### src/rtl/h_row_scheduler_if.sv
// h_row_scheduler bus bundle: control, memory read ports and row packet.
// master = scheduler side, slave = memories / consumer / controller side.
interface h_row_scheduler_if #(
  parameter int DATA_WIDTH      = 8,
  parameter int NUM_OF_COLS     = 5,
  parameter int NUM_OF_ROWS     = 5,
  parameter int COL_INDEX_SIZE  = 8,
  parameter int COL_IDX_WIDTH   = $clog2(NUM_OF_COLS),
  parameter int INDEX_WIDTH     = $clog2(COL_INDEX_SIZE),
  parameter int ROW_LEN_WIDTH   = $clog2(NUM_OF_COLS + 1),
  parameter int ROW_IDX_WIDTH   = $clog2(NUM_OF_ROWS + 1),
  parameter int NODE_INFO_WIDTH = INDEX_WIDTH + ROW_LEN_WIDTH + 1
) ();

  logic                                 start_i;
  logic [ROW_IDX_WIDTH-1:0]             num_rows_i;
  logic                                 busy_o;
  logic                                 done_o;
  logic                                 err_o;

  logic                                 info_rd_en_o;
  logic [ROW_IDX_WIDTH-1:0]             info_addr_o;
  logic [NODE_INFO_WIDTH-1:0]           info_rdata_i;

  logic                                 nz_rd_en_o;
  logic [INDEX_WIDTH-1:0]               nz_addr_o;
  logic [COL_IDX_WIDTH-1:0]             col_idx_rdata_i;
  logic [DATA_WIDTH-1:0]                value_rdata_i;

  logic                                 row_valid_o;
  logic                                 row_ready_i;
  logic [ROW_IDX_WIDTH-1:0]             row_id_o;
  logic [NUM_OF_COLS*COL_IDX_WIDTH-1:0] row_col_idx_o;
  logic [NUM_OF_COLS*DATA_WIDTH-1:0]    row_value_o;
  logic [ROW_LEN_WIDTH-1:0]             row_len_o;
  logic                                 row_flag_o;

  modport master (
    input  start_i, num_rows_i,
    output busy_o, done_o, err_o,
    output info_rd_en_o, info_addr_o,
    input  info_rdata_i,
    output nz_rd_en_o, nz_addr_o,
    input  col_idx_rdata_i, value_rdata_i,
    output row_valid_o,
    input  row_ready_i,
    output row_id_o, row_col_idx_o, row_value_o,
    output row_len_o, row_flag_o
  );

  modport slave (
    output start_i, num_rows_i,
    input  busy_o, done_o, err_o,
    input  info_rd_en_o, info_addr_o,
    output info_rdata_i,
    input  nz_rd_en_o, nz_addr_o,
    output col_idx_rdata_i, value_rdata_i,
    input  row_valid_o,
    output row_ready_i,
    input  row_id_o, row_col_idx_o, row_value_o,
    input  row_len_o, row_flag_o
  );

endinterface

### src/rtl/h_row_scheduler.sv
// h_row_scheduler: walks node_info row by row, gathers each row's
// nonzeros into a zero-padded buffer and emits it over valid/ready.
module h_row_scheduler #(
  parameter int DATA_WIDTH      = 8,
  parameter int NUM_OF_COLS     = 5,
  parameter int NUM_OF_ROWS     = 5,
  parameter int COL_INDEX_SIZE  = 8,
  parameter int COL_IDX_WIDTH   = $clog2(NUM_OF_COLS),
  parameter int INDEX_WIDTH     = $clog2(COL_INDEX_SIZE),
  parameter int ROW_LEN_WIDTH   = $clog2(NUM_OF_COLS + 1),
  parameter int ROW_IDX_WIDTH   = $clog2(NUM_OF_ROWS + 1),
  parameter int NODE_INFO_WIDTH = INDEX_WIDTH + ROW_LEN_WIDTH + 1
) (
  input logic              clk,
  input logic              rst,
  h_row_scheduler_if.master bus
);

  typedef enum logic [2:0] {
    IDLE,
    INFO_RD,
    INFO_WAIT,
    NZ_RD,
    EMIT,
    DONE
  } state_t;

  localparam logic [ROW_LEN_WIDTH-1:0] MAX_LEN =
    ROW_LEN_WIDTH'(NUM_OF_COLS);

  state_t state;
  state_t state_nxt;

  logic [ROW_IDX_WIDTH-1:0] row_cnt;
  logic [ROW_IDX_WIDTH-1:0] num_rows;
  logic [INDEX_WIDTH-1:0]   idx;
  logic [ROW_LEN_WIDTH-1:0] len;
  logic [ROW_LEN_WIDTH-1:0] issue_cnt;
  logic [ROW_LEN_WIDTH-1:0] cap_cnt;
  logic                     flag;
  logic                     rd_pend;
  logic                     err;
  logic                     done_q;

  logic [COL_IDX_WIDTH-1:0] col_buf [NUM_OF_COLS];
  logic [DATA_WIDTH-1:0]    val_buf [NUM_OF_COLS];

  logic [INDEX_WIDTH-1:0]   info_idx;
  logic [ROW_LEN_WIDTH-1:0] info_len;
  logic                     info_flag;
  logic                     info_ovf;
  logic                     last_row;
  logic                     nz_fire;

  assign info_idx  = bus.info_rdata_i[NODE_INFO_WIDTH-1 -: INDEX_WIDTH];
  assign info_len  = bus.info_rdata_i[ROW_LEN_WIDTH:1];
  assign info_flag = bus.info_rdata_i[0];
  assign info_ovf  = info_len > MAX_LEN;
  assign last_row  = row_cnt == (num_rows - ROW_IDX_WIDTH'(1));
  assign nz_fire   = (state == NZ_RD) && (issue_cnt < len);

  // state register
  always_ff @(posedge clk or posedge rst) begin
    if (rst) begin
      state <= IDLE;
    end else begin
      state <= state_nxt;
    end
  end

  // next-state logic
  always_comb begin
    state_nxt = state;
    unique case (state)
      IDLE: begin
        if (bus.start_i) begin
          if (bus.num_rows_i != '0) begin
            state_nxt = INFO_RD;
          end else begin
            state_nxt = DONE;
          end
        end
      end
      INFO_RD: state_nxt = INFO_WAIT;
      INFO_WAIT: begin
        if (info_len == '0) begin
          state_nxt = EMIT;
        end else begin
          state_nxt = NZ_RD;
        end
      end
      NZ_RD: begin
        if (rd_pend && (cap_cnt == len - ROW_LEN_WIDTH'(1))) begin
          state_nxt = EMIT;
        end
      end
      EMIT: begin
        if (bus.row_ready_i) begin
          state_nxt = last_row ? DONE : INFO_RD;
        end
      end
      DONE: state_nxt = IDLE;
      default: state_nxt = IDLE;
    endcase
  end

  // state-decoded strobes and addresses
  always_comb begin
    bus.busy_o       = state != IDLE;
    bus.info_rd_en_o = state == INFO_RD;
    bus.info_addr_o  = '0;
    if (state == INFO_RD) begin
      bus.info_addr_o = row_cnt;
    end
    bus.nz_rd_en_o  = nz_fire;
    bus.nz_addr_o   = '0;
    if (nz_fire) begin
      bus.nz_addr_o = idx + INDEX_WIDTH'(issue_cnt);
    end
    bus.row_valid_o = state == EMIT;
  end

  // row counter, row descriptor, gather buffers and status flags
  always_ff @(posedge clk or posedge rst) begin
    if (rst) begin
      row_cnt   <= '0;
      num_rows  <= '0;
      idx       <= '0;
      len       <= '0;
      issue_cnt <= '0;
      cap_cnt   <= '0;
      flag      <= 1'b0;
      rd_pend   <= 1'b0;
      err       <= 1'b0;
      done_q    <= 1'b0;
      for (int i = 0; i < NUM_OF_COLS; i++) begin
        col_buf[i] <= '0;
        val_buf[i] <= '0;
      end
    end else begin
      done_q <= state == DONE;
      unique case (state)
        IDLE: begin
          if (bus.start_i) begin
            num_rows <= bus.num_rows_i;
            row_cnt  <= '0;
            err      <= 1'b0;
          end
        end
        INFO_WAIT: begin
          idx       <= info_idx;
          flag      <= info_flag;
          len       <= info_ovf ? MAX_LEN : info_len;
          issue_cnt <= '0;
          cap_cnt   <= '0;
          rd_pend   <= 1'b0;
          if (info_ovf) begin
            err <= 1'b1;
          end
          for (int i = 0; i < NUM_OF_COLS; i++) begin
            col_buf[i] <= '0;
            val_buf[i] <= '0;
          end
        end
        NZ_RD: begin
          rd_pend <= nz_fire;
          if (nz_fire) begin
            issue_cnt <= issue_cnt + ROW_LEN_WIDTH'(1);
          end
          if (rd_pend) begin
            col_buf[cap_cnt] <= bus.col_idx_rdata_i;
            val_buf[cap_cnt] <= bus.value_rdata_i;
            cap_cnt          <= cap_cnt + ROW_LEN_WIDTH'(1);
          end
        end
        EMIT: begin
          if (bus.row_ready_i && !last_row) begin
            row_cnt <= row_cnt + ROW_IDX_WIDTH'(1);
          end
        end
        default: begin
        end
      endcase
    end
  end

  // row packet and status outputs straight from registers
  always_comb begin
    bus.row_col_idx_o = '0;
    bus.row_value_o   = '0;
    for (int i = 0; i < NUM_OF_COLS; i++) begin
      bus.row_col_idx_o[i*COL_IDX_WIDTH +: COL_IDX_WIDTH] = col_buf[i];
      bus.row_value_o[i*DATA_WIDTH +: DATA_WIDTH]         = val_buf[i];
    end
    bus.row_id_o   = row_cnt;
    bus.row_len_o  = len;
    bus.row_flag_o = flag;
    bus.err_o      = err;
    bus.done_o     = done_q;
  end

endmodule

### src/flat_wrapper.sv
// flat-port wrapper written by rule: the top's interface ports become plain ports
module h_row_scheduler_flat 
#(
  parameter int DATA_WIDTH      = 8,
  parameter int NUM_OF_COLS     = 5,
  parameter int NUM_OF_ROWS     = 5,
  parameter int COL_INDEX_SIZE  = 8,
  parameter int COL_IDX_WIDTH   = $clog2(NUM_OF_COLS),
  parameter int INDEX_WIDTH     = $clog2(COL_INDEX_SIZE),
  parameter int ROW_LEN_WIDTH   = $clog2(NUM_OF_COLS + 1),
  parameter int ROW_IDX_WIDTH   = $clog2(NUM_OF_ROWS + 1),
  parameter int NODE_INFO_WIDTH = INDEX_WIDTH + ROW_LEN_WIDTH + 1
)
  (clk, rst, bus_start_i, bus_num_rows_i, bus_busy_o, bus_done_o, bus_err_o, bus_info_rd_en_o, bus_info_addr_o, bus_info_rdata_i, bus_nz_rd_en_o, bus_nz_addr_o, bus_col_idx_rdata_i, bus_value_rdata_i, bus_row_valid_o, bus_row_ready_i, bus_row_id_o, bus_row_col_idx_o, bus_row_value_o, bus_row_len_o, bus_row_flag_o);
  h_row_scheduler_if #(.DATA_WIDTH(DATA_WIDTH), .NUM_OF_COLS(NUM_OF_COLS), .NUM_OF_ROWS(NUM_OF_ROWS), .COL_INDEX_SIZE(COL_INDEX_SIZE), .COL_IDX_WIDTH(COL_IDX_WIDTH), .INDEX_WIDTH(INDEX_WIDTH), .ROW_LEN_WIDTH(ROW_LEN_WIDTH), .ROW_IDX_WIDTH(ROW_IDX_WIDTH), .NODE_INFO_WIDTH(NODE_INFO_WIDTH)) bus_i ();
  input logic clk;
  input logic rst;
  input wire logic [$bits(bus_i.start_i)-1:0] bus_start_i;
  input wire logic [$bits(bus_i.num_rows_i)-1:0] bus_num_rows_i;
  output wire logic [$bits(bus_i.busy_o)-1:0] bus_busy_o;
  output wire logic [$bits(bus_i.done_o)-1:0] bus_done_o;
  output wire logic [$bits(bus_i.err_o)-1:0] bus_err_o;
  output wire logic [$bits(bus_i.info_rd_en_o)-1:0] bus_info_rd_en_o;
  output wire logic [$bits(bus_i.info_addr_o)-1:0] bus_info_addr_o;
  input wire logic [$bits(bus_i.info_rdata_i)-1:0] bus_info_rdata_i;
  output wire logic [$bits(bus_i.nz_rd_en_o)-1:0] bus_nz_rd_en_o;
  output wire logic [$bits(bus_i.nz_addr_o)-1:0] bus_nz_addr_o;
  input wire logic [$bits(bus_i.col_idx_rdata_i)-1:0] bus_col_idx_rdata_i;
  input wire logic [$bits(bus_i.value_rdata_i)-1:0] bus_value_rdata_i;
  output wire logic [$bits(bus_i.row_valid_o)-1:0] bus_row_valid_o;
  input wire logic [$bits(bus_i.row_ready_i)-1:0] bus_row_ready_i;
  output wire logic [$bits(bus_i.row_id_o)-1:0] bus_row_id_o;
  output wire logic [$bits(bus_i.row_col_idx_o)-1:0] bus_row_col_idx_o;
  output wire logic [$bits(bus_i.row_value_o)-1:0] bus_row_value_o;
  output wire logic [$bits(bus_i.row_len_o)-1:0] bus_row_len_o;
  output wire logic [$bits(bus_i.row_flag_o)-1:0] bus_row_flag_o;
  assign bus_i.start_i = bus_start_i;
  assign bus_i.num_rows_i = bus_num_rows_i;
  assign bus_busy_o = bus_i.busy_o;
  assign bus_done_o = bus_i.done_o;
  assign bus_err_o = bus_i.err_o;
  assign bus_info_rd_en_o = bus_i.info_rd_en_o;
  assign bus_info_addr_o = bus_i.info_addr_o;
  assign bus_i.info_rdata_i = bus_info_rdata_i;
  assign bus_nz_rd_en_o = bus_i.nz_rd_en_o;
  assign bus_nz_addr_o = bus_i.nz_addr_o;
  assign bus_i.col_idx_rdata_i = bus_col_idx_rdata_i;
  assign bus_i.value_rdata_i = bus_value_rdata_i;
  assign bus_row_valid_o = bus_i.row_valid_o;
  assign bus_i.row_ready_i = bus_row_ready_i;
  assign bus_row_id_o = bus_i.row_id_o;
  assign bus_row_col_idx_o = bus_i.row_col_idx_o;
  assign bus_row_value_o = bus_i.row_value_o;
  assign bus_row_len_o = bus_i.row_len_o;
  assign bus_row_flag_o = bus_i.row_flag_o;
  h_row_scheduler #(.DATA_WIDTH(DATA_WIDTH), .NUM_OF_COLS(NUM_OF_COLS), .NUM_OF_ROWS(NUM_OF_ROWS), .COL_INDEX_SIZE(COL_INDEX_SIZE), .COL_IDX_WIDTH(COL_IDX_WIDTH), .INDEX_WIDTH(INDEX_WIDTH), .ROW_LEN_WIDTH(ROW_LEN_WIDTH), .ROW_IDX_WIDTH(ROW_IDX_WIDTH), .NODE_INFO_WIDTH(NODE_INFO_WIDTH)) u_core (.clk(clk), .rst(rst), .bus(bus_i));
endmodule
### config.mk
export PLATFORM = sky130hd
export DESIGN_NAME = h_row_scheduler_flat
export DESIGN_NICKNAME = d
export VERILOG_FILES = /design/src/rtl/h_row_scheduler_if.sv /design/src/rtl/h_row_scheduler.sv /design/src/flat_wrapper.sv
export SDC_FILE = /design/constraint.sdc
export NUM_CORES = 1
export LEC_CHECK = 0
export CAP_MARGIN = 20
export CORE_MARGIN = 10
export CORE_UTILIZATION = 45
export CTS_BUF_LIST = sky130_fd_sc_hd__clkbuf_8
export CTS_CLUSTER_DIAMETER = 200
export DETAILED_ROUTE_END_ITERATION = 7
export MAX_ROUTING_LAYER = met4
export PLACE_DENSITY = 0.79
export SLEW_MARGIN = 20
export SYNTH_ARGS = -nofsm -noshare
export SYNTH_HDL_FRONTEND = slang
export SYNTH_SLANG_ARGS = --single-unit
### constraint.sdc
create_clock -name clk -period 2.15 [get_ports clk]
set_input_delay 0.215 -clock clk [delete_from_list [all_inputs] [get_ports clk]]
set_output_delay 0.215 -clock clk [all_outputs]
set_load 0.005 [all_outputs]
# After elaboration in Yosys (flattened, before gate mapping)

Cells that the tools add are included.
Widths: inputs -> output; s select.

ROM bits: 0
Bits in latches: 0
Memories: 0
Register bits: 80
Logic and storage cells: 95
Input bits: 25
Memory bits (writable): 0

Magnitude comparators: 4
Reduce and logical (&&, ||, !) cells: 18
Shift-type cells: 0
Div/mod/pow operators: 0
Mux-type cells: 31
$add $sub $neg: 6
$mul: 0
Bitwise gates (word level): 1
Equal/unequal tests: 14

Operators by type and width:

| kind                | count |
|---|---|
| $pmux 40 s2         | 1 |
| $mux 3              | 14 |
| $bwmux 40           | 1 |
| $mux 40             | 1 |
| $pmux 15 s2         | 1 |
| $demux 8 s3         | 1 |
| $pmux 3 s2          | 3 |
| $bwmux 15           | 1 |
| $mux 15             | 1 |
| $pmux 3 s5          | 1 |
| $add 3x1->3 const B | 3 |
| $demux 3 s3         | 1 |
| $reduce_and 3->1    | 3 |
| $mux 8              | 1 |
| $ne 2x1->1 const B  | 4 |
| $eq 3x2->1 const B  | 2 |
| $eq 3x3->1          | 2 |
| $eq 3x3->1 const B  | 2 |
| $logic_not 3->1     | 2 |
| $ne 2x2->1 const B  | 3 |
| $reduce_and 2->1    | 3 |
| $reduce_bool 2->1   | 3 |
| $reduce_bool 3->1   | 2 |
| $sub 3x1->3 const B | 2 |
| other kinds (11)    | 16 |

# Logic depth before layout (Yosys ltp)

Depth after elaboration: 8
Mapped depth: 7
Gate-level depth less buffers: 6

# Worst setup path before layout

No wires, ideal clock.

Path kind: register to register
Start point: register u_core.cap_cnt[1]
End point: register u_core.col_buf, in the netlist u_core.bus.row_col_idx_o[12]
Required time: 2.018 ns
Setup slack: 0.457 ns
Arrival: 1.561 ns
Setup time: 0.132 ns
Buffers on the path: 2
Stages on the path, launching flop included: 7
Period minus slack after synthesis: 1.693 ns
Path through: dfrtp_1 -> clkbuf_1 -> or2_1 -> or4_4 -> buf_6 -> mux2i_1 -> o21ai_1

Word-level cells in the longest chain between the ends: 8
Elaborated cells between the ends (all ways): 9

Ends and longest elaborated chain:

| item                                                                  | RTL line               | text |
|---|---|---|
| from (decl)                                                           | h_row_scheduler.sv:39  | `logic [ROW_LEN_WIDTH-1:0] cap_cnt;` |
| from (signal assigned)                                                | h_row_scheduler.sv:173 | `cap_cnt <= cap_cnt + ROW_LEN_WIDTH'(1);` |
| $not 3->4 (implied by the code) (*)                                   | h_row_scheduler.sv:171 | `col_buf[cap_cnt] <= bus.col_idx_rdata_i;` |
| $ge 4x4->1 (implied by the code) / $lt 4x1->1 (equally long branches) | h_row_scheduler.sv:171 |  |
| $logic_and 1x1->1 (implied by the code)                               | h_row_scheduler.sv:171 |  |
| $mux 3 (implied by the code)                                          | h_row_scheduler.sv:171 |  |
| $demux 3 s3 (*)                                                       | h_row_scheduler.sv:171 |  |
| $bwmux 15 (*)                                                         | h_row_scheduler.sv:171 |  |
| $mux 15 (*)                                                           | h_row_scheduler.sv:170 | `if (rd_pend) begin` |
| $pmux 15 s2 (*)                                                       | h_row_scheduler.sv:142 | `unique case (state)` |
| to (signal, indexed assignment)                                       | h_row_scheduler.sv:171 |  |
| to (decl)                                                             | h_row_scheduler.sv:45  | `logic [COL_IDX_WIDTH-1:0] col_buf [NUM_OF_COLS];` |

Every way passes the cells marked *; elsewhere a longest branch is shown, timed or not. The select of a mux whose other input is x is not followed.
A chain may end at the register's enable or synchronous reset.

# Final worst setup path

Start point: register u_core.state[1]
End point: output bus_info_addr_o[1]

Word-level cells in the longest chain between the ends: 2

Ends and longest elaborated chain:

| item                   | RTL line               | text |
|---|---|---|
| from (decl)            | h_row_scheduler.sv:31  | `state_t state;` |
| from (signal assigned) | h_row_scheduler.sv:67  | `state <= state_nxt;` |
| $eq 3x1->1             | h_row_scheduler.sv:112 | `if (state == INFO_RD) begin` |
| $mux 3                 | h_row_scheduler.sv:112 |  |
| to (decl)              | flat_wrapper.sv:24     | `output wire logic [$bits(bus_i.info_addr_o)-1:0] bus_info_addr_o;` |

No other way between the ends.

==> flow_summary.json <==
{
  "status": "finished clean",
  "wl_per_cell_um": 18.65,
  "placed_cell_area_um2": 4766,
  "synth_flop_cell": "dfrtp_1",
  "finalMaxSlewViolations": 0,
  "setup_violations": 0,
  "skew_ns": 0.01292,
  "final_common_cell": "clkdlybuf4s50_1",
  "p_leak_nw": 2.349,
  "grt_pass1_vias": 3001,
  "die_x_um": 109.5,
  "highest_layer": "met4",
  "dieArea_um2": 11980,
  "syn_area_um2": 3601,
  "end_kind": "output pin",
  "htreeDepth": 3,
  "slew_headroom": 0.3314,
  "firstDrtPassIters": 4,
  "path_clk_slew_ns": 0.09,
  "finalHoldViolCount": 0,
  "design.core.area_um2": 7767,
  "drt_iter0_markers": 161,
  "vias": 2996,
  "grt_first_pass_wirelength_um": 15830,
  "pwr_density_cell_nw_per_um2": 1153,
  "clk_path_buf_depth": 2,
  "power_mw": 5.797,
  "cts_buffers": 9,
  "cts-hold-fix-buffers": 0,
  "num_io_pins": 99,
  "drtAntennaViolNets": 0,
  "cp.arrival_ns": 1.82,
  "placed_cells": 510,
  "cp_data_required_time_ns": 1.93,
  "start_kind": "register",
  "yosysUniqueCellTypes": 52,
  "stdcell_count": 532,
  "place_hpwl_um": 7149,
  "syn_inst": 310,
  "cts.sinks": 80,
  "grt_start_max_net_pins": 81,
  "wl_met3_um": 723,
  "synth.net_count": 344,
  "syn_area_per_cell_um2": 11.62,
  "crit_fanout": 9,
  "clock.fmax_mhz": 490.5,
  "antenna_cells": 0,
  "design_area_um2": 5029,
  "critPathKind": "register to output pin",
  "layout_min_cycle_time_ns": 2.039,
  "ir_drop_uv": 755.8,
  "place_congestion": 0.8692,
  "via_per_inst": 5.632,
  "layout_common_cells": "clkdlybuf4s50_1, dfrtp_1, a22o_1",
  "ys_ff_latch": 80,
  "nNetsFinal": 459,
  "synthArstFlopShare": 1.000,
  "synth-edff-count": 0,
  "synth_seq_area_share": 0.5559,
  "tightest_slew_ns": 1.003,
  "rows": 32,
  "clk_latency_ns": 0.36,
  "n_fill_cell": 613,
  "start_util": 0.4636,
  "antenna_found_initial": 0,
  "maxCapViolCount": 0,
  "wl_met2_um": 4617,
  "cts_root_buf": "clkbuf_8",
  "hold_ws_ns": 0.3313,
  "layout-drive-gt1-share": 0.1442,
  "dieHeight_um": 109.5,
  "portBuffers": 98,
  "wl_um": 9921,
  "drc": 0,
  "met1Wirelength_um": 4466,
  "grt-ovfl-total": 0,
  "syn2layout_area_growth_pct": 39.65,
  "grt_use_total": 0.1726,
  "synth-warning-count": 0,
  "finalCritPeriodShare": 0.9482,
  "fin_util": 0.6474,
  "cts_tree": "built",
  "rsz0062_at_grt": "false",
  "min_path_type": "input port to asynchronous set/reset pin"
}
==> synthesized netlist by cell type, drive strengths merged, types with 7 or more instances <==
cell | number | share of area
clkbuf | 9 | 0.0094
mux2i | 16 | 0.044
dfrtp | 80 | 0.56
inv | 15 | 0.016
a21oi | 7 | 0.011
nand2 | 24 | 0.025
nor2 | 8 | 0.0083
o21ai | 27 | 0.038
ha | 8 | 0.028
buf | 8 | 0.015
a22o | 44 | 0.11
nor3 | 12 | 0.018
==> logic make-up after synthesis <==
group,count (synthesis),synth area share
simple gates,65,0.09521
buf+inv,33,0.04100
compound gates,94,0.1918
xor+xnor,9,0.02571
fa+ha+maj,9,0.03336
mux,20,0.05698
flops,80,0.5559
==> power breakdown <==
part	switching [mW]	total, mW	internal (mW)
Combinational	1.30	2.59	1.30
Clock	0.584	1.01	0.429
Sequential	0.329	2.19	1.86
Total	2.21	5.80	3.59
==> worst paths after layout <==
check / end / slack [ns] / start / cells after the start
min in group clk: u_core.idx[1]$_DFFE_PP0P_ / 0.43 / bus_info_rdata_i[5] / 3
setup reg to reg: u_core.bus.row_col_idx_o[1]$_DFFE_PP0P_ / 0.25 / u_core.state[0]$_DFFE_PP0P_ / 4
hold / removal: u_core.bus.row_col_idx_o[12]$_DFFE_PP0P_ / 0.33 / rst / 3
hold reg to reg: u_core.bus.err_o$_DFFE_PP0P_ / 0.50 / u_core.bus.err_o$_DFFE_PP0P_ / 2
max in group asynchronous: u_core.state[0]$_DFFE_PP0P_ / 1.48 / rst / 3
setup / recovery: bus_info_addr_o[1] / 0.11 / u_core.state[1]$_DFFE_PP0P_ / 4
==> state kept, by name (all words and copies together), names as in the netlist <==
register and count:
u_core.bus.err_o 1, u_core.cap_cnt 3, u_core.state 3, u_core.num_rows 3
u_core.rd_pend 1, u_core.bus.row_flag_o 1, u_core.idx 3, u_core.bus.row_len_o 3
u_core.bus.done_o 1, u_core.issue_cnt 3, u_core.bus.row_col_idx_o 15, u_core.bus.row_value_o 40
u_core.bus.row_id_o 3
==> repair_timing <==
action / CTS / global route
endpoints found under the setup margin: 8 / 6
pin swaps: 1 / 5
setup buffers: 4 / 2
gates resized for setup: 9 / 10
==> per-layer routing <==
| metal | global-route usage | vias to the layer above |
|---|---|---|
| li1 | - | 1359 |
| met1 | 0.2241 | 1505 |
| met2 | 0.2683 | 117 |
| met3 | 0.03569 | 15 |
| met4 | 0.04926 | 0 |
| met5 | - | - |
==> per-stage QoR <==
stage               worst slack (ns)  TNS [ns]
global placement              0.1201         0
global route                 0.01257         0
floorplan                     0.4569         0
detailed placement           0.09103         0
finish                        0.1113         0
CTS                          -0.1312   -0.1448
==> cell type report <==
class,count,area [um2],area share
inverter,16,63.81,0.01269
sequential,80,2004,0.3986
tap,102,127.6,0.02538
clock inverter,7,53.80,0.01070
multi-input combinational,197,1494,0.2971
timing repair buffer,121,1161,0.2309
clock buffer,9,123.9,0.02463
==> worst max-delay path: stages, from the launching register on <==
cell             delay (ns)
dfrtp_1                0.39
buf_4                  0.18
nor3_2                 0.23
and2_1                 0.16
clkdlybuf4s50_1        0.51
(Power assumes the default switching activity.)
